<file path="config.mk">
export PLATFORM = sky130hd
export DESIGN_NAME = id_stage_pipe_flat
export DESIGN_NICKNAME = d
export VERILOG_FILES = /design/src/rtl/id_stage_pipe_if.sv /design/src/rtl/id_stage_pipe.sv /design/src/flat_wrapper.sv
export SDC_FILE = /design/constraint.sdc
export NUM_CORES = 1
export LEC_CHECK = 0
export BUFFER_PORTS_ARGS = -buffer_cell sky130_fd_sc_hd__buf_2
export CORE_MARGIN = 2
export CORE_UTILIZATION = 25
export DETAILED_ROUTE_END_ITERATION = 16
export SLEW_MARGIN = 20
export SYNTH_ARGS = -nofsm -noshare
export SYNTH_HDL_FRONTEND = slang
export SYNTH_SLANG_ARGS = --single-unit
</file>
<file path="constraint.sdc">
create_clock -name clk -period 2.15 [get_ports clk]
set_clock_uncertainty 0.15 [all_clocks]
set_input_delay 0.1075 -clock clk [delete_from_list [all_inputs] [get_ports clk]]
set_output_delay 0.1075 -clock clk [all_outputs]
set_load 0.02 [all_outputs]
</file>
<file path="src/rtl/id_stage_pipe_if.sv">
// Handshake/bundle bus between if_id, the decode stage and id_ex.
// slave is the decode stage view, master is the surrounding pipeline view.
interface id_stage_pipe_if #(
    parameter int unsigned XLEN  = 32,
    parameter int unsigned CNT_W = 16
);
    logic             in_valid;
    logic             in_ready;
    logic [31:0]      inst_i;
    logic [31:0]      inst_addr_i;
    logic             out_valid;
    logic             out_ready;
    logic [31:0]      inst_o;
    logic [31:0]      inst_addr_o;
    logic [XLEN-1:0]  op1_o;
    logic [XLEN-1:0]  op2_o;
    logic [3:0]       alu_op_o;
    logic [4:0]       rd_addr_o;
    logic             reg_wen;
    logic             illegal_o;
    logic [CNT_W-1:0] dec_cnt_o;

    modport slave (
        input  in_valid, inst_i, inst_addr_i, out_ready,
        output in_ready, out_valid, inst_o, inst_addr_o, op1_o, op2_o,
               alu_op_o, rd_addr_o, reg_wen, illegal_o, dec_cnt_o
    );

    modport master (
        output in_valid, inst_i, inst_addr_i, out_ready,
        input  in_ready, out_valid, inst_o, inst_addr_o, op1_o, op2_o,
               alu_op_o, rd_addr_o, reg_wen, illegal_o, dec_cnt_o
    );
endinterface

</file>
<file path="src/rtl/id_stage_pipe.sv">
// Registered RV32I decode stage (OP-IMM, OP, LUI, AUIPC) with EX/WB operand
// forwarding, valid/ready handshakes, flush and a saturating accept counter.
module id_stage_pipe #(
    parameter int unsigned XLEN  = 32,
    parameter int unsigned CNT_W = 16
) (
    input  logic            clk,
    input  logic            rst_n,
    id_stage_pipe_if.slave  bus,
    input  logic            flush,
    output logic [4:0]      rs1_addr_o,
    output logic [4:0]      rs2_addr_o,
    input  logic [XLEN-1:0] rs1_data_i,
    input  logic [XLEN-1:0] rs2_data_i,
    input  logic            ex_wen,
    input  logic [4:0]      ex_rd,
    input  logic [XLEN-1:0] ex_data,
    input  logic            wb_wen,
    input  logic [4:0]      wb_rd,
    input  logic [XLEN-1:0] wb_data
);
    localparam logic [6:0] OPC_OP_IMM = 7'b0010011;
    localparam logic [6:0] OPC_OP     = 7'b0110011;
    localparam logic [6:0] OPC_LUI    = 7'b0110111;
    localparam logic [6:0] OPC_AUIPC  = 7'b0010111;
    localparam logic [6:0] F7_BASE    = 7'b0000000;
    localparam logic [6:0] F7_ALT     = 7'b0100000;

    localparam logic [3:0] ALU_ADD   = 4'd0;
    localparam logic [3:0] ALU_SUB   = 4'd1;
    localparam logic [3:0] ALU_SRA   = 4'd7;
    localparam logic [3:0] ALU_PASSB = 4'd10;

    typedef struct packed {
        logic [31:0]     inst;
        logic [31:0]     pc;
        logic [XLEN-1:0] op1;
        logic [XLEN-1:0] op2;
        logic [3:0]      alu;
        logic [4:0]      rd;
        logic            wen;
        logic            ill;
    } bundle_t;

    localparam bundle_t BUNDLE_RST = '{inst: 32'h0000_0013, default: '0};

    logic [31:0] inst;
    logic [6:0]  opcode;
    logic [2:0]  funct3;
    logic [6:0]  funct7;
    assign inst   = bus.inst_i;
    assign opcode = inst[6:0];
    assign funct3 = inst[14:12];
    assign funct7 = inst[31:25];

    // Base ALU op for funct3 when funct7 selects the normal variant
    function automatic logic [3:0] base_alu(input logic [2:0] f3);
        case (f3)
            3'd0:    base_alu = 4'd0;
            3'd1:    base_alu = 4'd2;
            3'd2:    base_alu = 4'd3;
            3'd3:    base_alu = 4'd4;
            3'd4:    base_alu = 4'd5;
            3'd5:    base_alu = 4'd6;
            3'd6:    base_alu = 4'd8;
            default: base_alu = 4'd9;
        endcase
    endfunction

    // Register-file read addresses follow the opcode; unused fields read x0
    always_comb begin
        rs1_addr_o = 5'd0;
        rs2_addr_o = 5'd0;
        if (opcode == OPC_OP_IMM || opcode == OPC_OP) begin
            rs1_addr_o = inst[19:15];
        end
        if (opcode == OPC_OP) begin
            rs2_addr_o = inst[24:20];
        end
    end

    logic [XLEN-1:0] fwd1_c;
    logic [XLEN-1:0] fwd2_c;

    assign fwd1_c = (rs1_addr_o == 5'd0)               ? '0      :
                    (ex_wen && ex_rd == rs1_addr_o)    ? ex_data :
                    (wb_wen && wb_rd == rs1_addr_o)    ? wb_data : rs1_data_i;
    assign fwd2_c = (rs2_addr_o == 5'd0)               ? '0      :
                    (ex_wen && ex_rd == rs2_addr_o)    ? ex_data :
                    (wb_wen && wb_rd == rs2_addr_o)    ? wb_data : rs2_data_i;

    logic [XLEN-1:0] imm_i;
    logic [XLEN-1:0] imm_u;
    logic [XLEN-1:0] shamt;
    assign imm_i = XLEN'($signed(inst[31:20]));
    assign imm_u = XLEN'($signed({inst[31:12], 12'b0}));
    assign shamt = XLEN'(inst[24:20]);

    bundle_t         dec_c;
    logic            legal;
    logic [3:0]      alu;
    logic [XLEN-1:0] op1;
    logic [XLEN-1:0] op2;

    always_comb begin
        legal = 1'b0;
        alu   = ALU_ADD;
        op1   = '0;
        op2   = '0;
        case (opcode)
            OPC_OP_IMM: begin
                op1   = fwd1_c;
                op2   = imm_i;
                alu   = base_alu(funct3);
                legal = 1'b1;
                if (funct3 == 3'd1) begin
                    op2   = shamt;
                    legal = (funct7 == F7_BASE);
                end else if (funct3 == 3'd5) begin
                    op2 = shamt;
                    if (funct7 == F7_ALT) alu = ALU_SRA;
                    else                  legal = (funct7 == F7_BASE);
                end
            end
            OPC_OP: begin
                op1 = fwd1_c;
                op2 = fwd2_c;
                if (funct7 == F7_BASE) begin
                    alu   = base_alu(funct3);
                    legal = 1'b1;
                end else if (funct7 == F7_ALT && funct3 == 3'd0) begin
                    alu   = ALU_SUB;
                    legal = 1'b1;
                end else if (funct7 == F7_ALT && funct3 == 3'd5) begin
                    alu   = ALU_SRA;
                    legal = 1'b1;
                end
            end
            OPC_LUI: begin
                op2   = imm_u;
                alu   = ALU_PASSB;
                legal = 1'b1;
            end
            OPC_AUIPC: begin
                op1   = XLEN'(bus.inst_addr_i);
                op2   = imm_u;
                legal = 1'b1;
            end
            default: legal = 1'b0;
        endcase

        // Illegal encodings still travel down the pipe, but as a harmless bundle
        dec_c.inst = inst;
        dec_c.pc   = bus.inst_addr_i;
        dec_c.op1  = legal ? op1 : '0;
        dec_c.op2  = legal ? op2 : '0;
        dec_c.alu  = legal ? alu : ALU_ADD;
        dec_c.rd   = legal ? inst[11:7] : 5'd0;
        dec_c.wen  = legal;
        dec_c.ill  = !legal;
    end

    logic             valid_q, valid_d;
    bundle_t          bundle_q, bundle_d;
    logic [CNT_W-1:0] cnt_q, cnt_d;
    logic             accept_c;

    assign bus.in_ready = !flush && (!valid_q || bus.out_ready);
    assign accept_c     = bus.in_valid && bus.in_ready;

    always_comb begin
        valid_d  = valid_q;
        bundle_d = bundle_q;
        cnt_d    = cnt_q;
        if (accept_c) begin
            valid_d  = 1'b1;
            bundle_d = dec_c;
            if (cnt_q != '1) cnt_d = cnt_q + CNT_W'(1);
        end else if (bus.out_ready || flush) begin
            valid_d = 1'b0;
        end
    end

    always_ff @(posedge clk or negedge rst_n) begin
        if (!rst_n) begin
            valid_q  <= 1'b0;
            bundle_q <= BUNDLE_RST;
            cnt_q    <= '0;
        end else begin
            valid_q  <= valid_d;
            bundle_q <= bundle_d;
            cnt_q    <= cnt_d;
        end
    end

    assign bus.out_valid   = valid_q;
    assign bus.inst_o      = bundle_q.inst;
    assign bus.inst_addr_o = bundle_q.pc;
    assign bus.op1_o       = bundle_q.op1;
    assign bus.op2_o       = bundle_q.op2;
    assign bus.alu_op_o    = bundle_q.alu;
    assign bus.rd_addr_o   = bundle_q.rd;
    assign bus.reg_wen     = bundle_q.wen;
    assign bus.illegal_o   = bundle_q.ill;
    assign bus.dec_cnt_o   = cnt_q;
endmodule

</file>
<file path="src/flat_wrapper.sv">
// flat-port wrapper written by rule: the top's interface ports become plain ports
module id_stage_pipe_flat 
#(
    parameter int unsigned XLEN  = 32,
    parameter int unsigned CNT_W = 16
)
  (clk, rst_n, flush, rs1_addr_o, rs2_addr_o, rs1_data_i, rs2_data_i, ex_wen, ex_rd, ex_data, wb_wen, wb_rd, wb_data, bus_in_valid, bus_inst_i, bus_inst_addr_i, bus_out_ready, bus_in_ready, bus_out_valid, bus_inst_o, bus_inst_addr_o, bus_op1_o, bus_op2_o, bus_alu_op_o, bus_rd_addr_o, bus_reg_wen, bus_illegal_o, bus_dec_cnt_o);
  id_stage_pipe_if #(.XLEN(XLEN), .CNT_W(CNT_W)) bus_i ();
  input  logic clk;
  input  logic rst_n;
  input  logic flush;
  output logic [4:0] rs1_addr_o;
  output logic [4:0] rs2_addr_o;
  input  logic [XLEN-1:0] rs1_data_i;
  input  logic [XLEN-1:0] rs2_data_i;
  input  logic ex_wen;
  input  logic [4:0] ex_rd;
  input  logic [XLEN-1:0] ex_data;
  input  logic wb_wen;
  input  logic [4:0] wb_rd;
  input  logic [XLEN-1:0] wb_data;
  input wire logic [$bits(bus_i.in_valid)-1:0] bus_in_valid;
  input wire logic [$bits(bus_i.inst_i)-1:0] bus_inst_i;
  input wire logic [$bits(bus_i.inst_addr_i)-1:0] bus_inst_addr_i;
  input wire logic [$bits(bus_i.out_ready)-1:0] bus_out_ready;
  output wire logic [$bits(bus_i.in_ready)-1:0] bus_in_ready;
  output wire logic [$bits(bus_i.out_valid)-1:0] bus_out_valid;
  output wire logic [$bits(bus_i.inst_o)-1:0] bus_inst_o;
  output wire logic [$bits(bus_i.inst_addr_o)-1:0] bus_inst_addr_o;
  output wire logic [$bits(bus_i.op1_o)-1:0] bus_op1_o;
  output wire logic [$bits(bus_i.op2_o)-1:0] bus_op2_o;
  output wire logic [$bits(bus_i.alu_op_o)-1:0] bus_alu_op_o;
  output wire logic [$bits(bus_i.rd_addr_o)-1:0] bus_rd_addr_o;
  output wire logic [$bits(bus_i.reg_wen)-1:0] bus_reg_wen;
  output wire logic [$bits(bus_i.illegal_o)-1:0] bus_illegal_o;
  output wire logic [$bits(bus_i.dec_cnt_o)-1:0] bus_dec_cnt_o;
  assign bus_i.in_valid = bus_in_valid;
  assign bus_i.inst_i = bus_inst_i;
  assign bus_i.inst_addr_i = bus_inst_addr_i;
  assign bus_i.out_ready = bus_out_ready;
  assign bus_in_ready = bus_i.in_ready;
  assign bus_out_valid = bus_i.out_valid;
  assign bus_inst_o = bus_i.inst_o;
  assign bus_inst_addr_o = bus_i.inst_addr_o;
  assign bus_op1_o = bus_i.op1_o;
  assign bus_op2_o = bus_i.op2_o;
  assign bus_alu_op_o = bus_i.alu_op_o;
  assign bus_rd_addr_o = bus_i.rd_addr_o;
  assign bus_reg_wen = bus_i.reg_wen;
  assign bus_illegal_o = bus_i.illegal_o;
  assign bus_dec_cnt_o = bus_i.dec_cnt_o;
  id_stage_pipe #(.XLEN(XLEN), .CNT_W(CNT_W)) u_core (.clk(clk), .rst_n(rst_n), .bus(bus_i), .flush(flush), .rs1_addr_o(rs1_addr_o), .rs2_addr_o(rs2_addr_o), .rs1_data_i(rs1_data_i), .rs2_data_i(rs2_data_i), .ex_wen(ex_wen), .ex_rd(ex_rd), .ex_data(ex_data), .wb_wen(wb_wen), .wb_rd(wb_rd), .wb_data(wb_data));
endmodule
</file>
==> flow_summary.ini, run 1 <==
[timing]
max_slew.worst_pin.slew_ns = 0.530
setup_viol = 0
max_freq_mhz = 471
rsz0062_at_grt = yes
relSlewSlack = 0.647
fin_crit_sh = 0.987
hold_viol_final = 0
slew_violations = 0
period_needed_ns = 2.12

[pwr]
p_int_mw = 5.98
sw_frac_of_total = 0.320
max-vdd-ir-drop_v = 0.000539
pwr-share-seq = 0.388
powerDensity_nw_per_um2 = 592
netSwitchingPower_mw = 2.82
combinationalPowerShare = 0.259
power_leakage_nw = 7.23
clkPwrFrac = 0.353

[global_routing]
grt_pass1_vias = 10488
grt_max_degree = 59
gr-usage-all-layers = 0.223
grt_pass1_wl_um = 61900
grt_overflow_total = 0
antenna_found_initial = 9

[critical_path]
start_kind = primary input
critPathMaxFanout = 5
cp.arrival_ns = 2.28
crit_type = in2reg
required_ns = 2.31
worst_setup_path_end_kind = flip-flop

[placement]
place_inst = 1860
placed_cell_area_sq_um = 12100
gp_congestion = 0.892
numPortBuffers = 375
dp_hpwl_um = 30800

[logic_synthesis]
synth_most_common_cell = nand2_1
avgSynthCellArea_sq_um = 8.97
yosysTopAreaCellShare = 0.429
yosysSeqAreaShare = 0.437
syn_nets = 1206
synth_ff_type = dfrtp_1
syn_inst = 996
ys_warn_count = 0
synthTopCellsByCount = nand2_1 (237), dfrtp_1 (153), nor2_1 (81), clkbuf_1 (60), a21oi_1 (46)
synth.distinct_cells = 60
ys_ff_latch = 156
syn_area_sq_um = 8930
synthTopCellsByArea = dfrtp_1 (43%), nand2_1 (10%), a221oi_2 (5.0%)
synth_top_cell_by_area = dfrtp_1
synth_edf_count = 0
synthArstFlopShare = 1.00

[clock_network]
root_buffer = clkbuf_16
clock_latency_ns = 0.44
cts_buffers = 17
tritoncts = done
ctsHtreeMaxLevel = 4
max-clock-path-buffers = 2
clkTransAtPathRegs_ns = 0.07
cts_sinks = 156

[floorplan]
die_w_um = 193
io_pins = 376
coreArea_sq_um = 35400
num_rows = 69
dieArea_sq_um = 37300
initial_core_util = 0.252
die_h_um = 193

[detailed_routing]
wl_met2_um = 20700
wl_met3_um = 3220
drc_errors = 0
ant_nets = 0
drtPass1Iterations = 6
wl_met1_um = 17600
drt_iter0_markers = 575
wl_um = 44000
detail_route.vias_per_cell = 5.07
via_count = 10527
top_layer = met5
wl_per_cell_um = 21.2

[layout]
nFillCells = 3449
multiInputGateArea_sq_um = 4900
syn_to_final_growth_pct = 66.5
finish.instance_area_sq_um = 14900
finalNetCount = 1806
final_layout_size_suffix_gt1_frac = 0.390
seq_area_sq_um = 3910
instances_no_fill = 2077

[hold_path]
hold_class = in2async

[flow_run]
cap_violations = 0

[run_status]
status = complete, no violations
[worst paths after layout]
| kind | start | to | slack [ns] | depth (start not counted) |
|---|---|---|---|---|
| setup / recovery | bus_inst_i[6] | u_core.bus.op2_o[6]$_DFFE_PN0P_ | 0.03 | 9 |
| hold / removal | rst_n | u_core.bus.inst_addr_o[26]$_DFFE_PN0P_ | 0.01 | 2 |
| setup reg to reg | u_core.bus.out_valid$_DFFE_PN0P_ | u_core.bus.op2_o[31]$_DFFE_PN0P_ | 0.09 | 6 |
| hold reg to reg | u_core.bus.inst_o[1]$_DFFE_PN1P_ | u_core.bus.inst_o[1]$_DFFE_PN1P_ | 0.31 | 2 |
| max in group asynchronous | rst_n | u_core.bus.inst_addr_o[6]$_DFFE_PN0P_ | 1.11 | 3 |
| min in group clk | bus_inst_i[19] | u_core.bus.inst_o[19]$_DFFE_PN0P_ | 0.03 | 4 |
[state kept, by name, indices dropped and copies added (netlist names)]
| signal | cells |
|---|---|
| u_core.bus.dec_cnt_o | 16 |
| u_core.bus.rd_addr_o | 5 |
| u_core.bus.inst_addr_o | 32 |
| u_core.bus.alu_op_o | 4 |
| u_core.bus.out_valid | 1 |
| u_core.bus.inst_o | 32 |
| u_core.bus.op2_o | 32 |
| u_core.bus.reg_wen | 1 |
| u_core.bus.illegal_o | 1 |
| u_core.bus.op1_o | 32 |
[cell usage in the layout, fill, tap and decap left out, types with 8 or more instances in the layout]
cell type      synthesis  final
buf_2                 12    372
nand2_1              237    235
dlygate4sd3_1          0    169
dfrtp_1              153    153
buf_4                  0     96
nor2_1                81     79
a21oi_1               46     44
and2_1                39     39
o31ai_1               35     34
and3_1                35     33
a221oi_2              30     30
a221oi_1              34     29
o31ai_2               29     25
clkbuf_16              0     23
o21ai_0               19     19
o2bb2ai_1             21     19
buf_12                 0     19
xnor2_1               19     18
nor3_1                15     14
nand3_1               13     11
xor2_1                 9      9
diode_2                0      8
a22oi_1                8      8
[logic make-up after synthesis]
| group | after synthesis | synth area share |
|---|---|---|
| AND/OR/NAND/NOR | 465 | 0.239 |
| AO/OA/AOI/OAI | 253 | 0.247 |
| flip-flops | 156 | 0.437 |
| buffers and inverters | 92 | 0.0462 |
| XOR/XNOR | 28 | 0.0275 |
| multiplexers | 1 | 0.00126 |
| adder cells (fa/ha/maj) | 1 | 0.00140 |
[through the flow]
stage	hold slack, ns	util	setup TNS [ns]	worst slack [ns]	total power [mW]
after global routing	0.0466	0.420	-0.0355	-0.0222	9.21
after detailed placement	-0.0483	0.343	-32.33	-0.797	5.44
after floorplan	-0.338	-	-4.02	-0.123	4.45
final	0.0149	0.420	0	0.0290	8.80
after global placement	-0.0535	0.343	-31.22	-0.783	5.41
after CTS	0.00554	0.408	0	0.00749	8.82
[power by group through the flow]
stage / Clock [mW] / Sequential (mW) / Combinational (mW)
after floorplan: 0 / 3.81 / 0.640
after global placement: 0 / 3.46 / 1.95
after CTS: 3.18 / 3.42 / 2.22
final: 3.11 / 3.42 / 2.27
after detailed placement: 0 / 3.47 / 1.97
after global routing: 3.30 / 3.45 / 2.45
[cell type report]
type | count | area share
antenna | 8 | 0.00135
clock buffer | 22 | 0.0312
clock inverter | 9 | 0.00766
inverter | 6 | 0.00151
multi-input combinational | 748 | 0.329
sequential | 156 | 0.263
tap | 461 | 0.0388
timing repair buffer | 667 | 0.327
[worst max-delay path, cell delays in order]
cell and delay, ns:
buf_2 0.12, nor4bb_4 0.32, buf_4 0.21, nand2_4 0.06, o21a_1 0.20, or4_4 0.64, buf_12 0.20, a221oi_4 0.32
o31ai_4 0.09
[per-layer routing]
layer | GRT usage | up-vias
met5 | 0 | -
met4 | 0.116 | 2
met3 | 0.0525 | 146
met2 | 0.358 | 527
met1 | 0.278 | 5074
li1 | - | 4778
[timing repair]
action | in CTS | in global routing
resized for setup | 6 | 37
pin swaps | 0 | 10
cloned | 0 | 6
setup endpoints to repair | 32 | 60
buffers inserted | 0 | 3
hold endpoints to repair | 288 | 0
hold buffers | 169 | 0
No activity file was read; power rests on OpenSTA's default activity.
==> run 2, diff against run 1 <==
--- a/constraint.sdc
+++ b/constraint.sdc
@@ -4,2 +4,2 @@
 set_output_delay 0.1075 -clock clk [all_outputs]
-set_load 0.02 [all_outputs]
+set_load 0.01 [all_outputs]
==> run 2 against run 1 <==
Net effect:
- via count rose by 0.42%
- die area unchanged
- fmax is 1.6% higher
- worst hold slack improved by 0.024 ns
- combinational power fell by 10%
- critical path depth is the same
- register-to-register slack got worse by 0.03 ns
- final cell count fell by 0.24%
- sequential cell count unchanged
- core utilization down 0.26 points
- wire length increased by 0.12%
- setup slack better by 0.033 ns
- critical path type is now reg2reg
- largest power group unchanged
- highest routed layer is now met4
==> flow_summary.ini, run 2 (synthesis gave the netlist of run 1 again) <==
[layout]
instances_no_fill = 2072
syn_to_final_growth_pct = 65.4
finalNetCount = 1805
final_cell_mix = buf_2 (374), nand2_1 (236), dlygate4sd3_1 (164)
final_layout_size_suffix_gt1_frac = 0.394
mostFrequentLayoutCell = buf_2

[timing]
relSlewSlack = 0.622
fin_crit_sh = 0.971
max_freq_mhz = 479
slew_violations = 0
setup_viol = 0
fin_ws_ns = 0.0617
period_needed_ns = 2.09
max_slew.worst_pin.slew_ns = 0.567
rsz0062_at_grt = yes
hold_viol_final = 0

[clock_network]
root_buffer = clkbuf_16
clkTransAtPathRegs_ns = 0.07
clock_latency_ns = 0.45
tritoncts = done
cts_sinks = 156
cts_buffers = 17
ctsHtreeMaxLevel = 4
max-clock-path-buffers = 2

[critical_path]
start_kind = flip-flop
crit_end = u_core.bus.op1_o[5]$_DFFE_PN0P_
required_ns = 2.32
crit_type = reg2reg
path_cells = nor2b_2 -> buf_4 -> nor3b_4 -> buf_12 -> buf_4 -> buf_16 -> and3_1 -> a21oi_1 -> o31ai_1
reg2reg_from = u_core.bus.out_valid$_DFFE_PN0P_
worst_path_most_repeated_cell = buf_4
cp_slowest_cell = dfrtp_1
ff2ff_path_depth = 9
worst_setup_path_end_kind = flip-flop
critPathLaunch = u_core.bus.out_valid$_DFFE_PN0P_
critPathMaxStageDelay_ns = 0.37
r2r_end = u_core.bus.op1_o[5]$_DFFE_PN0P_
critPathMaxFanout = 53
reg2reg_slack_ns = 0.06
cp.arrival_ns = 2.26

[placement]
dp_slack_ns = -0.853
numPortBuffers = 375
dp_hpwl_um = 31200
place_inst = 1855
gp_congestion = 0.922

[flow_run]
cap_violations = 0

[detailed_routing]
wl_per_cell_um = 21.3
detail_route.vias_per_cell = 5.10
drtPass1Iterations = 5
wl_um = 44100
via_count = 10571
ant_nets = 0
drt_iter0_markers = 639
drc_errors = 0

[global_routing]
grt_pass1_vias = 10716
antenna_found_initial = 5
gr-usage-all-layers = 0.225
grt_pass1_wl_um = 62700
grt_max_degree = 54
grt_overflow_total = 0

[floorplan]
num_rows = 69
initial_core_util = 0.252
io_pins = 376
dieArea_sq_um = 37300
die_w_um = 193
die_h_um = 193
coreArea_sq_um = 35400

[pwr]
power_leakage_nw = 7.20
powerDensity_nw_per_um2 = 586
max-vdd-ir-drop_v = 0.000553

[hold_path]
hold_class = in2async

[run_status]
status = complete, no violations
==> run 2: cell types whose count changed in the layout (fill, tap and decap cells not counted), sizes merged <==
cell / change
buf: +6
bufinv: +1
clkbuf: -3
clkinv: -1
clkinvlp: +2
diode: -4
dlygate4sd3: -5
inv: -1
==> run 2: final cells by class <==
cell class / instances / area (sq um)
Timing Repair Buffer: 666 / 4850
Sequential cell: 156 / 3910
Tap cell: 461 / 577
Clock inverter: 10 / 141
Multi-Input combinational cell: 748 / 4810
Fill cell: 3447 / 20600
Inverter: 6 / 22.5
Clock buffer: 21 / 460
Antenna cell: 4 / 10.0
==> run 2: how the worst min path moves through the flow <==
stage                               from                                  to  slack (ns)  depth (start not counted)
final                              rst_n     u_core.bus.op2_o[5]$_DFFE_PN0P_        0.04                          2
after global routing         wb_data[29]    u_core.bus.op2_o[29]$_DFFE_PN0P_        0.03                          4
after CTS                 bus_inst_i[25]    u_core.bus.op2_o[25]$_DFFE_PN0P_       0.001                          4
after detailed placement           rst_n     u_core.bus.op2_o[5]$_DFFE_PN0P_       -0.04                          1
after global placement             rst_n     u_core.bus.op1_o[1]$_DFFE_PN0P_       -0.04                          1
after floorplan                    rst_n  u_core.bus.alu_op_o[0]$_DFFE_PN0P_       -0.34                          0
==> run 2: per-layer routing <==
| metal | track usage | vias to the layer above | wire length [um] |
|---|---|---|---|
| met1 | 0.284 | 5094 | 18400 |
| met2 | 0.371 | 587 | 21000 |
| met5 | 0 | - | 0 |
| met4 | 0.104 | 0 | 1690 |
| met3 | 0.0447 | 116 | 3060 |
| li1 | - | 4774 | - |
==> run 2: power by group <==
| part | switching [mW] | leakage, nW | internal [mW] |
|---|---|---|---|
| clock network | 1.32 | 0.277 | 1.88 |
| logic | 1.06 | 4.91 | 0.971 |
| registers | 0.191 | 2.02 | 3.23 |
| total | 2.58 | 7.20 | 6.08 |
==> run 2: metrics by stage <==
step / TNS [ns] / area, sq um / util / total power [mW] / hold WS [ns]
floorplan: -3.94 / 9000 / - / 4.23 / -0.338
global placement: -38.02 / 12100 / 0.342 / 5.18 / -0.0421
detailed placement: -36.89 / 12100 / 0.342 / 5.21 / -0.0378
CTS: 0 / 14400 / 0.406 / 8.70 / 0.00149
global route: -0.0869 / 14800 / 0.418 / 9.07 / 0.0342
finish: 0 / 14800 / 0.418 / 8.66 / 0.0392
==> run 2: what timing repair did <==
action	in CTS	in global routing
gates cloned	0	4
resized for setup	5	34
pin swaps	0	9
endpoints found under the setup margin	32	42
hold buffers	164	1
endpoints found under the hold margin	266	1
buffers inserted	0	14
==> run 2: critical path: cells and delay by family, from the launching register on <==
kind / cells / cell delay (ns)
flops: 1 / 0.37
compound gates: 2 / 0.18
buf+inv: 4 / 0.64
simple gates: 3 / 0.57
